<file path="config.mk">
export PLATFORM = sky130hd
export DESIGN_NAME = mem_load_unit
export DESIGN_NICKNAME = d
export VERILOG_FILES = /design/src/rtl/mips_mem_pkg.sv /design/src/rtl/load_aligner.sv /design/src/rtl/mem_load_unit.sv
export SDC_FILE = /design/constraint.sdc
export NUM_CORES = 1
export LEC_CHECK = 0
export BUFFER_PORTS_ARGS = -buffer_cell sky130_fd_sc_hd__buf_4
export CAP_MARGIN = 25
export CORE_MARGIN = 3
export CORE_UTILIZATION = 48
export DETAILED_ROUTE_END_ITERATION = 16
export GPL_TIMING_DRIVEN = 0
export MAX_ROUTING_LAYER = met4
export PLACE_DENSITY = 0.77
export SYNTH_ARGS = -nofsm -noshare
export SYNTH_HDL_FRONTEND = slang
export SYNTH_SLANG_ARGS = --single-unit
</file>
<file path="constraint.sdc">
create_clock -name clk_port -period 1.93 [get_ports clk_port]
set_clock_uncertainty 0.1 [all_clocks]
set_input_delay 0.0965 -clock clk_port [delete_from_list [all_inputs] [get_ports clk_port]]
set_output_delay 0.0965 -clock clk_port [all_outputs]
set_load 0.005 [all_outputs]
</file>
<file path="src/rtl/mips_mem_pkg.sv">
// Shared definitions for the MIPS data-memory load path.
// Holds the load size codes, the load FSM state encoding and a misalignment helper.
// Every load-path RTL file imports this package.
package mips_mem_pkg;

    localparam logic [1:0] SZ_BYTE = 2'b00;
    localparam logic [1:0] SZ_HALF = 2'b01;
    localparam logic [1:0] SZ_WORD = 2'b10;   // 2'b11 is also decoded as a word

    typedef enum logic [1:0] {
        S_IDLE = 2'b00,
        S_READ = 2'b01,
        S_DONE = 2'b10
    } state_t;

    // A halfword must sit on an even address and a word on a multiple of four.
    // Bytes are always aligned.
    function automatic logic is_misaligned(input logic [1:0] size, input logic [1:0] offset);
        logic mis;
        mis = 1'b0;
        if (size == SZ_HALF)
            mis = offset[0];
        else if (size[1])
            mis = (offset != 2'b00);
        return mis;
    endfunction

endpackage

</file>
<file path="src/rtl/load_aligner.sv">
// Purpose: picks the addressed byte or halfword out of a big-endian word and extends it.
// Latency: purely combinational, zero cycles.
// Backpressure: none; result follows the inputs.
// Ports: word/offset/size/sign in, 32-bit extended result out.
module load_aligner
    import mips_mem_pkg::*;
(
    input  logic [31:0] word,
    input  logic [1:0]  offset,
    input  logic [1:0]  size,
    input  logic        sign,
    output logic [31:0] result
);

    logic [7:0]  byte_sel;
    logic [15:0] half_sel;

    always_comb begin
        // Big-endian lanes: offset 0 is the most significant byte.
        byte_sel = word[31:24];
        case (offset)
            2'd0: byte_sel = word[31:24];
            2'd1: byte_sel = word[23:16];
            2'd2: byte_sel = word[15:8];
            2'd3: byte_sel = word[7:0];
            default: byte_sel = word[31:24];
        endcase

        // Only offset[1] picks the halfword; offset[0] is either trapped
        // upstream or deliberately ignored.
        half_sel = offset[1] ? word[15:0] : word[31:16];

        result = word;
        case (size)
            SZ_BYTE: result = {{24{sign & byte_sel[7]}}, byte_sel};
            SZ_HALF: result = {{16{sign & half_sel[15]}}, half_sel};
            default: result = word;
        endcase
    end

endmodule

</file>
<file path="src/rtl/mem_load_unit.sv">
// Purpose: MIPS load unit; one word read per request, byte/half select and extend.
// Latency: request at edge 0 -> strobe in cycle 1 -> done pulse one cycle after ack (min 2 cycles).
// Backpressure: ready_port low while busy; requests are not queued, the memory strobe is held until ack.
// Ports: clk_port/rst_port (async active-low); req/ready/addr/size/sign request side;
//        mem_rd/mem_addr/mem_ack/mem_data memory side; q/done (and err) result side.
// Optional: MISALIGN_TRAP_EN adds err_port and completes misaligned loads without a memory access.
module mem_load_unit
    import mips_mem_pkg::*;
#(
    parameter int AW = 32,
    parameter int n  = 32      // must stay 32
) (
    input  logic          clk_port,
    input  logic          rst_port,
    input  logic          req_port,
    output logic          ready_port,
    input  logic [AW-1:0] addr_port,
    input  logic [1:0]    size_port,
    input  logic          sign_port,
    output logic          mem_rd_port,
    output logic [AW-1:0] mem_addr_port,
    input  logic          mem_ack_port,
    input  logic [n-1:0]  mem_data_port,
    output logic [n-1:0]  q_port,
`ifdef MISALIGN_TRAP_EN
    output logic          err_port,
`endif
    output logic          done_port
);

    state_t        state, state_nxt;
    logic [AW-1:0] addr_q;
    logic [1:0]    size_q;
    logic          sign_q;
    logic [31:0]   aligned;

    load_aligner u_aligner (
        .word   (mem_data_port),
        .offset (addr_q[1:0]),
        .size   (size_q),
        .sign   (sign_q),
        .result (aligned)
    );

    always_ff @(posedge clk_port or negedge rst_port) begin
        if (!rst_port) begin
            state  <= S_IDLE;
            addr_q <= '0;
            size_q <= '0;
            sign_q <= 1'b0;
            q_port <= '0;
        end else begin
            state <= state_nxt;
            if (state == S_IDLE && req_port) begin
                addr_q <= addr_port;
                size_q <= size_port;
                sign_q <= sign_port;
            end
            if (state == S_READ && mem_ack_port)
                q_port <= aligned;
        end
    end

    always_comb begin
        state_nxt     = state;
        ready_port    = 1'b0;
        mem_rd_port   = 1'b0;
        done_port     = 1'b0;
        mem_addr_port = {addr_q[AW-1:2], 2'b00};
        case (state)
            S_IDLE: begin
                ready_port = 1'b1;
                if (req_port) begin
`ifdef MISALIGN_TRAP_EN
                    state_nxt = is_misaligned(size_port, addr_port[1:0]) ? S_DONE : S_READ;
`else
                    state_nxt = S_READ;
`endif
                end
            end
            S_READ: begin
                // Strobe is a decode of the async-reset state, so reset drops it at once.
                mem_rd_port = 1'b1;
                if (mem_ack_port)
                    state_nxt = S_DONE;
            end
            S_DONE: begin
                done_port = 1'b1;
                state_nxt = S_IDLE;
            end
            default: state_nxt = S_IDLE;
        endcase
    end

`ifdef MISALIGN_TRAP_EN
    // Set on acceptance, so it is already valid during DONE; cleared leaving DONE.
    logic err_q;
    always_ff @(posedge clk_port or negedge rst_port) begin
        if (!rst_port)
            err_q <= 1'b0;
        else if (state == S_IDLE && req_port)
            err_q <= is_misaligned(size_port, addr_port[1:0]);
        else if (state == S_DONE)
            err_q <= 1'b0;
    end
    assign err_port = err_q;
`endif

endmodule
</file>
After elaboration in Yosys (flattened, before gate mapping)
Cells that the tools add are included.
{"block": "totals", "ff_bits": 69, "latch_bits": 0, "mem_bits_rw": 0, "rom_bits": 0, "inputBits": 71, "out_inout_bits": 67, "word_cells": 30, "mem_count": 0}
{"block": "op_classes", "add_sub_neg": 0, "multipliers": 0, "n_div": 0, "order_cmp": 0, "eq_ne": 8, "n_shift": 0, "n_mux": 9, "bitwise": 2, "n_reduce_logical": 6}
{"operator": "one-hot mux 32 bit (2 select lines)", "n": 1}
{"operator": "one-hot mux 8 bit (4 select lines)", "n": 1}
{"operator": "2-to-1 mux 16 bit", "n": 1}
{"operator": "== test 2 x 1 -> 1 bit (second input constant)", "n": 3}
{"operator": "== test 2 bit (second input constant)", "n": 3}
{"operator": "zero test 2 bit", "n": 3}
{"operator": "2-to-1 mux 2 bit", "n": 2}
{"operator": "inequality test 2 bit (second input constant)", "n": 2}
{"operator": "one-hot mux 2 bit (2 select lines)", "n": 1}
{"operator": "2-to-1 mux 1 bit", "n": 3}
{"operator": "AND 1 bit", "n": 2}
{"operator": "logical AND 1 bit", "n": 2}
{"operator": "AND reduction 2 bit", "n": 1}

Logic depth before layout (Yosys ltp)
Gate-level depths: netlist of the first run.
{"block": "depth", "word_depth": 4, "depth_mapped": 7, "depth_no_buf": 6}

Cells and area by module
From an unflattened synthesis of the first run, not the netlist that was laid out.
{"block": "hier_totals", "hier_cells": 292, "area_unflattened_um2": 3679.8}
{"module": "mem_load_unit", "instances": 1, "cells_per_inst": 185, "area_per_inst_um2": 2850.2, "seq_area_each_um2": 1726.7}
{"module": "load_aligner", "instances": 1, "cells_per_inst": 107, "area_per_inst_um2": 829.5, "seq_area_each_um2": 0.0}

Worst setup path before layout of the first run
OpenSTA, ideal clock, no wires.
{"block": "synth_path", "kind": "reg-to-reg", "start": "reg state[1]", "end": "reg addr_q[10]", "setup_time_ps": 125, "arrival_time_ps": 1383, "required_time_ps": 1705, "setup_slack_ps": 322, "stages_incl_launch_ff": 6, "path_buffers": 2, "synth_period_minus_slack_ps": 1608, "cell_sequence": "dfrtp_1 -> nor2_1 -> and2_1 -> buf_2 -> buf_4 -> mux2_2"}
{"block": "synth_between", "elab_chain_cells": 2}
{"item": "start: declaration", "line": "mem_load_unit.sv:31", "rtl": "state_t state, state_nxt;"}
{"item": "start signal: assignment", "line": "mem_load_unit.sv:53", "rtl": "state <= state_nxt;"}
{"item": "zero test 2 bit", "line": "mem_load_unit.sv:54", "rtl": "if (state == S_IDLE && req_port) begin"}
{"item": "logical AND 1 bit", "line": "mem_load_unit.sv:54"}
{"item": "end signal: assignment", "line": "mem_load_unit.sv:55", "rtl": "addr_q <= addr_port;"}
{"item": "end: declaration", "line": "mem_load_unit.sv:32", "rtl": "logic [AW-1:0] addr_q;"}
No other way between the ends.
A chain may end at the register's enable or synchronous reset.

Worst setup path after layout of the first run
{"block": "layout_path", "start": "reg addr_q[1]", "end": "reg q_port[13]"}
{"block": "layout_between", "elab_chain_cells": 4, "word_cells_on_any_way": 8, "classes_between": "eq/ne: 3; mux: 3; bitwise: 1; reduce/logical: 1"}
{"item": "== test 2 bit, or another cell as far along", "line": "load_aligner.sv:21", "rtl": "case (offset)"}
{"item": "one-hot mux 8 bit (4 select lines)", "line": "load_aligner.sv:21"}
{"item": "AND 1 bit", "line": "load_aligner.sv:35", "rtl": "SZ_BYTE: result = {{24{sign & byte_sel[7]}}, byte_sel};"}
{"item": "one-hot mux 32 bit (2 select lines) *", "line": "load_aligner.sv:34", "rtl": "case (size)"}
{"item": "end signal: assignment", "line": "mem_load_unit.sv:60", "rtl": "q_port <= aligned;"}
{"item": "end: declaration", "line": "mem_load_unit.sv:24", "rtl": "output logic [n-1:0] q_port,"}
Every way passes the cells marked *; elsewhere a longest branch is shown, timed or not.

==> results of run 1 <==
-- cells in the mapped netlist (2+ instances only) --
cell and count:
sky130_fd_sc_hd__dfrtp_1 69, sky130_fd_sc_hd__buf_4 35, sky130_fd_sc_hd__nor2_1 35, sky130_fd_sc_hd__mux2_2 34, sky130_fd_sc_hd__nand2_1 32, sky130_fd_sc_hd__o21ai_0 18, sky130_fd_sc_hd__a21oi_1 10, sky130_fd_sc_hd__o21ai_2 10
sky130_fd_sc_hd__mux2i_1 9, sky130_fd_sc_hd__a22oi_1 8, sky130_fd_sc_hd__buf_2 7, sky130_fd_sc_hd__a221oi_1 6, sky130_fd_sc_hd__clkbuf_1 6, sky130_fd_sc_hd__nand2b_1 5, sky130_fd_sc_hd__a21o_1 2, sky130_fd_sc_hd__a22o_1 2
sky130_fd_sc_hd__a31oi_1 2, sky130_fd_sc_hd__buf_6 2, sky130_fd_sc_hd__inv_1 2
-- power groups by stage --
stage / sequential, mW / clock [mW] / combinational, mW
after floorplan: 2.43 / 0 / 1.85
after global placement: 2.43 / 0 / 3.24
after detailed placement: 2.47 / 0 / 3.31
after CTS: 2.44 / 1.25 / 3.43
after global routing: 2.53 / 1.32 / 3.75
final: 2.45 / 1.23 / 3.48
-- routing by layer --
metal / vias to the layer above / share of wire
met1: 1523 / 0.39
met3: 26 / 0.055
met5: - / 0
met2: 147 / 0.53
met4: 0 / 0.029
li1: 1455 / -
-- repair_timing --
action / in CTS / in global routing
gates resized for setup: 0 / 1
setup buffers: 0 / 0
hold endpoints to repair: 134 / 0
hold buffers: 66 / 0
endpoints found under the setup margin: 0 / 2
-- worst paths after layout --
path,start,end,slack (ns),depth (start not counted)
max in group asynchronous,rst_port,addr_q[30]$_DFFE_PN0P_,0.83,2
max reg2reg,addr_q[1]$_DFFE_PN0P_,q_port[13]$_DFFE_PN0P_,0.12,5
min in group asynchronous,rst_port,q_port[4]$_DFFE_PN0P_,0.31,2
min,mem_data_port[2],q_port[2]$_DFFE_PN0P_,0.02,3
min reg2reg,q_port[5]$_DFFE_PN0P_,q_port[5]$_DFFE_PN0P_,0.39,2
max,addr_q[1]$_DFFE_PN0P_,q_port[13]$_DFFE_PN0P_,0.12,5
-- state kept, by name, indices dropped and copies added, names as in the netlist --
signal and flops:
addr_q 32, q_port 32, state 2, sign_q 1
size_q 2
-- per-stage QoR --
| step | setup WS (ns) | hold slack [ns] |
|---|---|---|
| 3_3_place_gp | 0.161 | 0.161 |
| 4_1_cts | 0.127 | 0.000785 |
| 2_1_floorplan | 0.322 | -0.299 |
| 6_report | 0.118 | 0.0231 |
| 3_5_place_dp | 0.145 | 0.169 |
| 5_1_grt | 0.0222 | 0.0279 |
-- kinds of logic after synthesis --
group / after synthesis
simple gates: 80
flops: 69
compound gates: 62
buf+inv: 53
mux: 44
other cells: 1
-- critical path, stage by stage (launching register included) --
cell and delay [ns]:
sky130_fd_sc_hd__dfrtp_1 0.34, sky130_fd_sc_hd__buf_6 0.14, sky130_fd_sc_hd__mux2i_1 0.31, sky130_fd_sc_hd__o22ai_1 0.16
sky130_fd_sc_hd__a31oi_2 0.47, sky130_fd_sc_hd__a21oi_1 0.14
-- layout make-up --
cell class                      instances  share of cell area
Tap cell                               93              0.0216
Buffer                                 50              0.0637
Inverter                                3             0.00302
Antenna cell                            3             0.00139
Timing Repair Buffer                  201               0.311
Multi-Input combinational cell        188               0.240
Clock inverter                          5              0.0109
Clock buffer                           11              0.0281
Sequential cell                        69               0.321
==> summary by stage, run 1 <==
Drt
The total wire length is 10.1 mm. The DRC marker count from the first detailed-route iteration is 183. Once detail routing completed, the nets flagged for antenna violations numbered 0. For this run, the detailed router's first-pass iteration total came to 4. The via count is approximately 3200.

Dividing the detail-routed via count by the number of cells gives between 5 and 6. In the routed design, unresolved DRC markers number 0. The average wire per standard cell is approximately 16 um.

Clocking
Clock-pin slew was measured on the worst setup and hold paths at 0.07 ns. The maximum number of buffers from clock root to sink is 2. Clock latency on the worst-skew pair, taken at its later pin, is around 0.34 ns. The CTS tree is yes. The total number of clock tree sinks is 69.

The number of clock buffers added by TritonCTS is 9. The H-tree generated during clock tree synthesis spans 3 levels. The CTS root buffer is sky130_fd_sc_hd__clkbuf_8.

Yosys
The average footprint of a synthesized cell is about 11 um^2. Summing every instance area after synthesis gives about 3400 um^2. The number of enable-type register cells in the synthesized netlist is 0. The portion of synthesized area spent on multiplexers is 0.145.

During synthesis, Yosys emitted a total of 0 warnings. The share of synthesized area in the top cell type comes to 0.513. Of the total synthesized cell area, the portion taken by full adders, half adders and majority gates is 0.

The top cell type by total area after synthesis is sky130_fd_sc_hd__dfrtp_1. The sequential cell area fraction in the yosys report is 0.513. The most common flop cell mapped by yosys is sky130_fd_sc_hd__dfrtp_1. The synthesized-area fraction occupied by ao, oa, aoi and oai cells came to 0.129. The area fraction in and, or, nand and nor cells after synthesis is 0.106. The number of cells produced by synthesis is between 300 and 400. By area, the combinational part of the netlist is dominated by multiplexers. Of the total synthesized cell area, the portion taken by XOR and XNOR cells is 0.

The synthesized design contains 69 register bits. Sorting the synthesized cells by area gives the leading types as sky130_fd_sc_hd__dfrtp_1 51%, sky130_fd_sc_hd__mux2_2 11%, sky130_fd_sc_hd__buf_4 7.8%. The count of distinct cell types in the synthesized netlist is 34.

For this run, asynchronously set or reset flops after synthesis account for 1.00.

Power
The switching share of power is 0.334. Of the total power, combinational logic draws 0.486. The internal power contribution is between 4 and 5 mW. The power after layout is 7.17 mW. The share of total power dissipated in sequential elements is 0.342. IR analysis of the VDD net gives a maximum drop of between 0.0009 and 0.001 V.

Power spread over the standard cell area amounts to 1330 nW/um^2. In this run the static leakage power is 2.61 nW. The share of power burned in the clock network is 0.172. The net load switching power is 2.40 mW.

GRT
The number of antenna violations at the first check in global routing is 2. The leftover overflow at the end of global routing is 0. The number of global-route vias before repair came to 3325. Entering global routing, the biggest net connects 70 pins.

The layer flagged by global routing as most heavily used is met2. The combined global-route utilization of all metal layers is 0.257. In the global route stage, met2 resource usage came out at 0.434. For this run, global-route usage on met1 was measured as 0.302. The met3 track demand over resource is 0.0376.

The first-pass GRT wire length is between 15 and 20 mm.

Timing
Setup repair after global routing left no endpoint under its margin. The post-layout minimum cycle time is between 1.5 and 2 ns. Of the available clock period, the critical path in the final layout requires 0.939. The worst slew margin relative to its limit is 0.417. At the pin with the least slew margin, the transition time is between 0.8 and 0.9 ns. The aggregate negative setup slack is 0 ns. The number of pins exceeding their max-slew limit in the final report came to 0. Setup violations remaining at the end of the flow were counted as 0. Timing would allow up to between 500 and 600 MHz. The hold violation count in the final report is 0.

Die
The floorplan step defined a core boundary enclosing 6570 um^2. For this configuration, the core starts out at a cell density of 0.513. The die outline area is 8060 um^2. The number of I/O pins is roughly 140. The die span in x is approximately 90 um. The floorplan die height is 89.8 um. Row generation in the floorplan step produced 29 rows.

Placement
The number of buffers added on ports is about 140. After detailed placement, the total cell area comes to around 4500 um^2. The final estimated routing congestion in global placement is 0.816. The placed instance count is ~540. The HPWL after detailed placement is ~6.6 mm.

Setup path
Along the worst path, the maximum fanout reaches 8. The critical path arrival is approximately 1.9 ns. The worst setup path is launched from a register. STA classifies the critical path endpoint as a register.

For the worst setup path, the data required time is between 2 and 2.5 ns. The critical path in this run is classified as reg2reg.

Status
The flow ran to the end, and the final reports show no timing, DRC or antenna violations.

Min path
The worst hold path class is in2reg.

Flow run
Max-cap violations in this run came to 0.

Finish
In the final layout, the share of cells above drive strength 1 is 0.469. The synthesis-to-finish area growth is 59.9%. Once layout is complete, the utilization of the core stands at 0.820.

The filler cell count in the final layout is 418. The area occupied by registers is roughly 1700 um^2. The most common cell after layout, fill and taps aside is sky130_fd_sc_hd__buf_4.

The finished layout holds between 600 and 700 standard cells, fillers aside. In the final design database the tool counted between 500 and 600 nets. The finished cells cover approximately 5400 um^2. The area of the multi-input gates is roughly 1300 um^2.

In the layout the commonest cells are 170 x sky130_fd_sc_hd__buf_4, 69 x sky130_fd_sc_hd__dfrtp_1, 66 x sky130_fd_sc_hd__dlygate4sd3_1.
Note: power is estimated with default switching activity, not from simulation.
==> inputs of run 2 (changes only) <==
ABC_AREA = 1   (was not set)
CORE_UTILIZATION = 50   (was 48)
PLACE_DENSITY = 0.78   (was 0.77)
RECOVER_POWER = 100   (was not set)
==> summary by stage, run 2 <==
Setup path
The highest fanout seen on the critical path is 10 (+2). In this run the critical register-to-register path is captured at q_port[9]$_DFFE_PN0P_. Following the worst setup path forward leads to its endpoint at q_port[9]$_DFFE_PN0P_. The worst register-to-register path begins at state[1]$_DFFE_PN0P_.

The slowest stage of the critical path belongs to the cell sky130_fd_sc_hd__dfrtp_1. The endpoint type of the worst setup path is a register. The register-to-register path setup slack came to 0.18 ns (+0.06 ns). The depth of the most critical reg-to-reg path is 7 (+2).

The most critical setup path has its startpoint at state[1]$_DFFE_PN0P_. The worst setup path is of the reg2reg kind. The maximum single-stage delay on the critical path is 0.38 ns (-0.09 ns). Traced cell by cell, the critical path runs through inv_1 -> nand2_1 -> nor2_4 -> clkbuf_1 -> o21ai_0 -> nor2_1 -> a21boi_2.

The data required time at the worst endpoint came to 2.06 ns (+0.03 ns). The kind of start point of the critical path is a register. The critical path arrival came to 1.88 ns (-0.03 ns).

GRT
The first-pass GRT wire length is 17.3 mm (+7.8%). The leftover overflow at the end of global routing was 0 (unchanged). The number of antenna violations at the first check in global routing is 0 (-2).

The number of global-route vias before repair is 3440 (+3.5%). The combined global-route utilization of all metal layers is 0.268 (+0.0113). The pin count of the biggest net entering global routing is 70 (unchanged).

Yosys
The average footprint of a synthesized cell is 9.20 um^2 (-16%). The post-synthesis sequential element count came to 69 (unchanged). The number of enable-type register cells in the synthesized netlist was 0 (unchanged).

The number of synthesis warnings is 0 (unchanged). The count of distinct cell types in the synthesized netlist came to 30 (-12%). The cell area after synthesis is 3740 um^2 (+11%). The top cell type's share of synthesized area is 0.461 (-0.0517). Yosys attributes the largest share of cell area to sky130_fd_sc_hd__dfrtp_1 46%, sky130_fd_sc_hd__buf_4 7.0%, sky130_fd_sc_hd__nand2_1 7.0%. In the synthesized netlist, the cells that appear most often are 70 x sky130_fd_sc_hd__nand2_1, 69 x sky130_fd_sc_hd__dfrtp_1, 37 x sky130_fd_sc_hd__inv_1, 35 x sky130_fd_sc_hd__buf_4, 24 x sky130_fd_sc_hd__or2_2. The number of cells produced by synthesis is 407 (+32%). In the synthesized netlist the dominant register cell turns out to be sky130_fd_sc_hd__dfrtp_1. The cell with the most instances after synthesis is sky130_fd_sc_hd__nand2_1. The sequential cell area fraction in the yosys report is 0.461 (-0.0517). The top cell type by total area after synthesis is sky130_fd_sc_hd__dfrtp_1. The fraction of synthesis flops using an asynchronous set or reset pin was 1.00 (unchanged).

Finish
The library cells used most frequently in the layout, excluding fill and tap cells, are 105 x sky130_fd_sc_hd__buf_4, 72 x sky130_fd_sc_hd__nand2_1, 69 x sky130_fd_sc_hd__dfrtp_1. The antenna diode instance count is 0 (-3). The final-stage net count is 676 (+14%). The filler cell count in the final layout is 500 (+20%). The most common cell after layout, fill and taps aside is sky130_fd_sc_hd__buf_4.

The fraction of layout cells with a size suffix above 1 is 0.410 (-0.0589). The final core area utilization was 0.785 (-0.0353). The synthesis-to-finish area growth is 47.1%. The largest registers in the layout are addr_q: 32 flops, q_port: 32 flops.

Clocking
The CTS root buffer is sky130_fd_sc_hd__clkbuf_8. The number of H-tree branching levels came to 3 (unchanged). The total number of clock tree sinks is 69 (unchanged). The clock network latency to the later pin of the worst-skew pair is 0.34 ns (about the same). The maximum number of buffers from clock root to sink is 2 (unchanged). The number of buffers inserted during clock tree synthesis came to 9 (unchanged). The register clock-pin slew on the reported worst setup and hold paths is 0.08 ns (about the same). TritonCTS built the clock tree.

Status
The run finished with clean final reports.

Timing
The aggregate negative setup slack is 0 ns (unchanged). The number of pins exceeding their max-slew limit in the final report is 0 (unchanged). The fmax is 572 MHz (+3.6%). Setup repair after global routing left no endpoint under its margin.

The post-route clock period utilization came to 0.906 (-0.0329). The transition time at the pin with the least slew margin is 0.952 ns (+0.0777 ns). The post-layout minimum cycle time came to 1.75 ns (-0.0634 ns). The hold violation count in the final report is 0 (unchanged). The worst slew margin relative to its limit is 0.365 (-0.0518). The setup-violating endpoint count in the final report is 0 (unchanged).

Die
The die span in x is 92.5 um (+3.1%). The number of rows in the core area is 30 (+3.4%). The floorplan die height came to 92.5 um (+3.1%). The number of I/O pins is 138 (unchanged). The die outline area came to 8560 um^2 (+6.3%). The initial cell density of the core is 0.534 (+0.0208). The core area is 7020 um^2 (+6.9%).

Drt
The average wire per standard cell is 15.5 um (-4.5%). The post-detailed-route count of antenna-violating nets is 0 (unchanged). The DRC marker count from the first detailed-route iteration is 186 (+1.6%). The remaining routing DRC violations came to 0 (unchanged). The iteration count of the initial detailed-routing pass is 5 (+1). The via-per-instance ratio is 4.84 (-4.4%).

The total wire length is 11.0 mm (+8.3%). The via count came to 3414 (+8.3%).

Power
The relative contribution of combinational cells to total power is 0.497 (+0.011). The internal power contribution is 4.48 mW (-6.2%). The leakage power was 2.77 nW (+6.2%).

The total power per unit cell area came to 1270 nW/um^2 (-4.7%). The largest voltage drop on the vdd net is 0.000753 V (-23%). The net load switching power came to 2.51 mW (+4.8%).

The share of total power in sequential cells was 0.355 (+0.013). The switching share of power was 0.359 (+0.0250). The share of power burned in the clock network is 0.148 (-0.024).

Placement
The number of buffers added on ports is 135 (unchanged). The final estimated routing congestion in global placement is 0.874 (+7.1%). The detailed placement HPWL is 7.37 mm (+12%).

Min path
The tightest min-delay check is of the in2reg type.

Flow run
The count of maximum capacitance violations is 0 (unchanged).
-- run 2: cell count changes after synthesis, moves of 13 or more --
cell	previous run	this run
sky130_fd_sc_hd__inv_1	2	37
sky130_fd_sc_hd__or2_2	1	24
sky130_fd_sc_hd__a21oi_1	10	23
sky130_fd_sc_hd__nand3_1	0	13
sky130_fd_sc_hd__mux2_2	34	19
sky130_fd_sc_hd__nand2_1	32	70
sky130_fd_sc_hd__nor2_1	35	22
sky130_fd_sc_hd__nand3_2	0	13
-- run 2: through the flow --
| stage | total power [mW] | instances | setup WS (ns) | hold WS (ns) | cell area (um^2) |
|---|---|---|---|---|---|
| floorplan | 4.44 | 408 | 0.581 | -0.299 | 3750 |
| global route | 7.47 | 706 | 0.0736 | 0.0359 | 5510 |
| finish | 6.99 | 706 | 0.182 | 0.0148 | 5510 |
| global placement | 5.90 | 639 | 0.390 | 0.158 | 4880 |
| detailed placement | 5.99 | 639 | 0.296 | 0.170 | 4880 |
| CTS | 7.12 | 706 | 0.280 | 0.00236 | 5560 |
-- run 2: power by group through the flow --
stage          Clock [mW]  Sequential [mW]  Combinational [mW]
2_1_floorplan           0             2.45                1.99
3_3_place_gp            0             2.47                3.43
3_5_place_dp            0             2.50                3.50
4_1_cts              1.05             2.47                3.60
5_1_grt              1.11             2.56                3.80
6_report             1.04             2.48                3.47
-- run 2: worst max-delay path, delay by kind of cell, from the launching register on --
kind / cells / cell delay [ns]
buffers and inverters: 2 / 0.41
AND/OR/NAND/NOR: 3 / 0.49
AO/OA/AOI/OAI: 2 / 0.26
flip-flops: 1 / 0.38
-- run 2: logic make-up after synthesis --
group,share of synthesized area
buffers and inverters,0.139
AO/OA/AOI/OAI,0.0889
other,0.00100
multiplexers,0.0932
AND/OR/NAND/NOR,0.217
flip-flops,0.461
-- run 2: worst min-delay path by stage --
stage                                  end              start  cells after the start  slack [ns]
finish               q_port[4]$_DFFE_PN0P_   mem_data_port[4]                      5        0.01
floorplan            addr_q[0]$_DFFE_PN0P_           rst_port                      0       -0.30
global placement    q_port[18]$_DFFE_PN0P_           rst_port                      1        0.16
detailed placement  q_port[19]$_DFFE_PN0P_           rst_port                      1        0.17
CTS                 q_port[19]$_DFFE_PN0P_  mem_data_port[19]                      5       0.002
global route         q_port[4]$_DFFE_PN0P_   mem_data_port[4]                      5        0.04
-- run 2: timing repair --
action                    CTS  global route
hold endpoints to repair  119             0
gates resized for setup     0             0
hold buffers               51             0
buffers inserted            0             0
-- run 2: layer usage --
metal | track usage | wire [um] | part of all wire | vias to the layer above
met2 | 0.448 | 5580 | 0.51 | 130
met1 | 0.342 | 4630 | 0.42 | 1618
li1 | - | - | - | 1652
met4 | 0.0792 | 159 | 0.015 | 0
met3 | 0.0357 | 584 | 0.053 | 14
met5 | - | 0 | 0 | -
-- run 2: final cells by class --
| class | count | area (um^2) | share of cell area |
|---|---|---|---|
| buffer | 51 | 357 | 0.0647 |
| clock buffer | 10 | 128 | 0.0232 |
| clock inverter | 6 | 38.8 | 0.00704 |
| inverter | 40 | 153 | 0.0277 |
| multi-input combinational | 248 | 1500 | 0.271 |
| sequential | 69 | 1730 | 0.313 |
| tap | 96 | 120 | 0.0218 |
| timing repair buffer | 186 | 1490 | 0.271 |
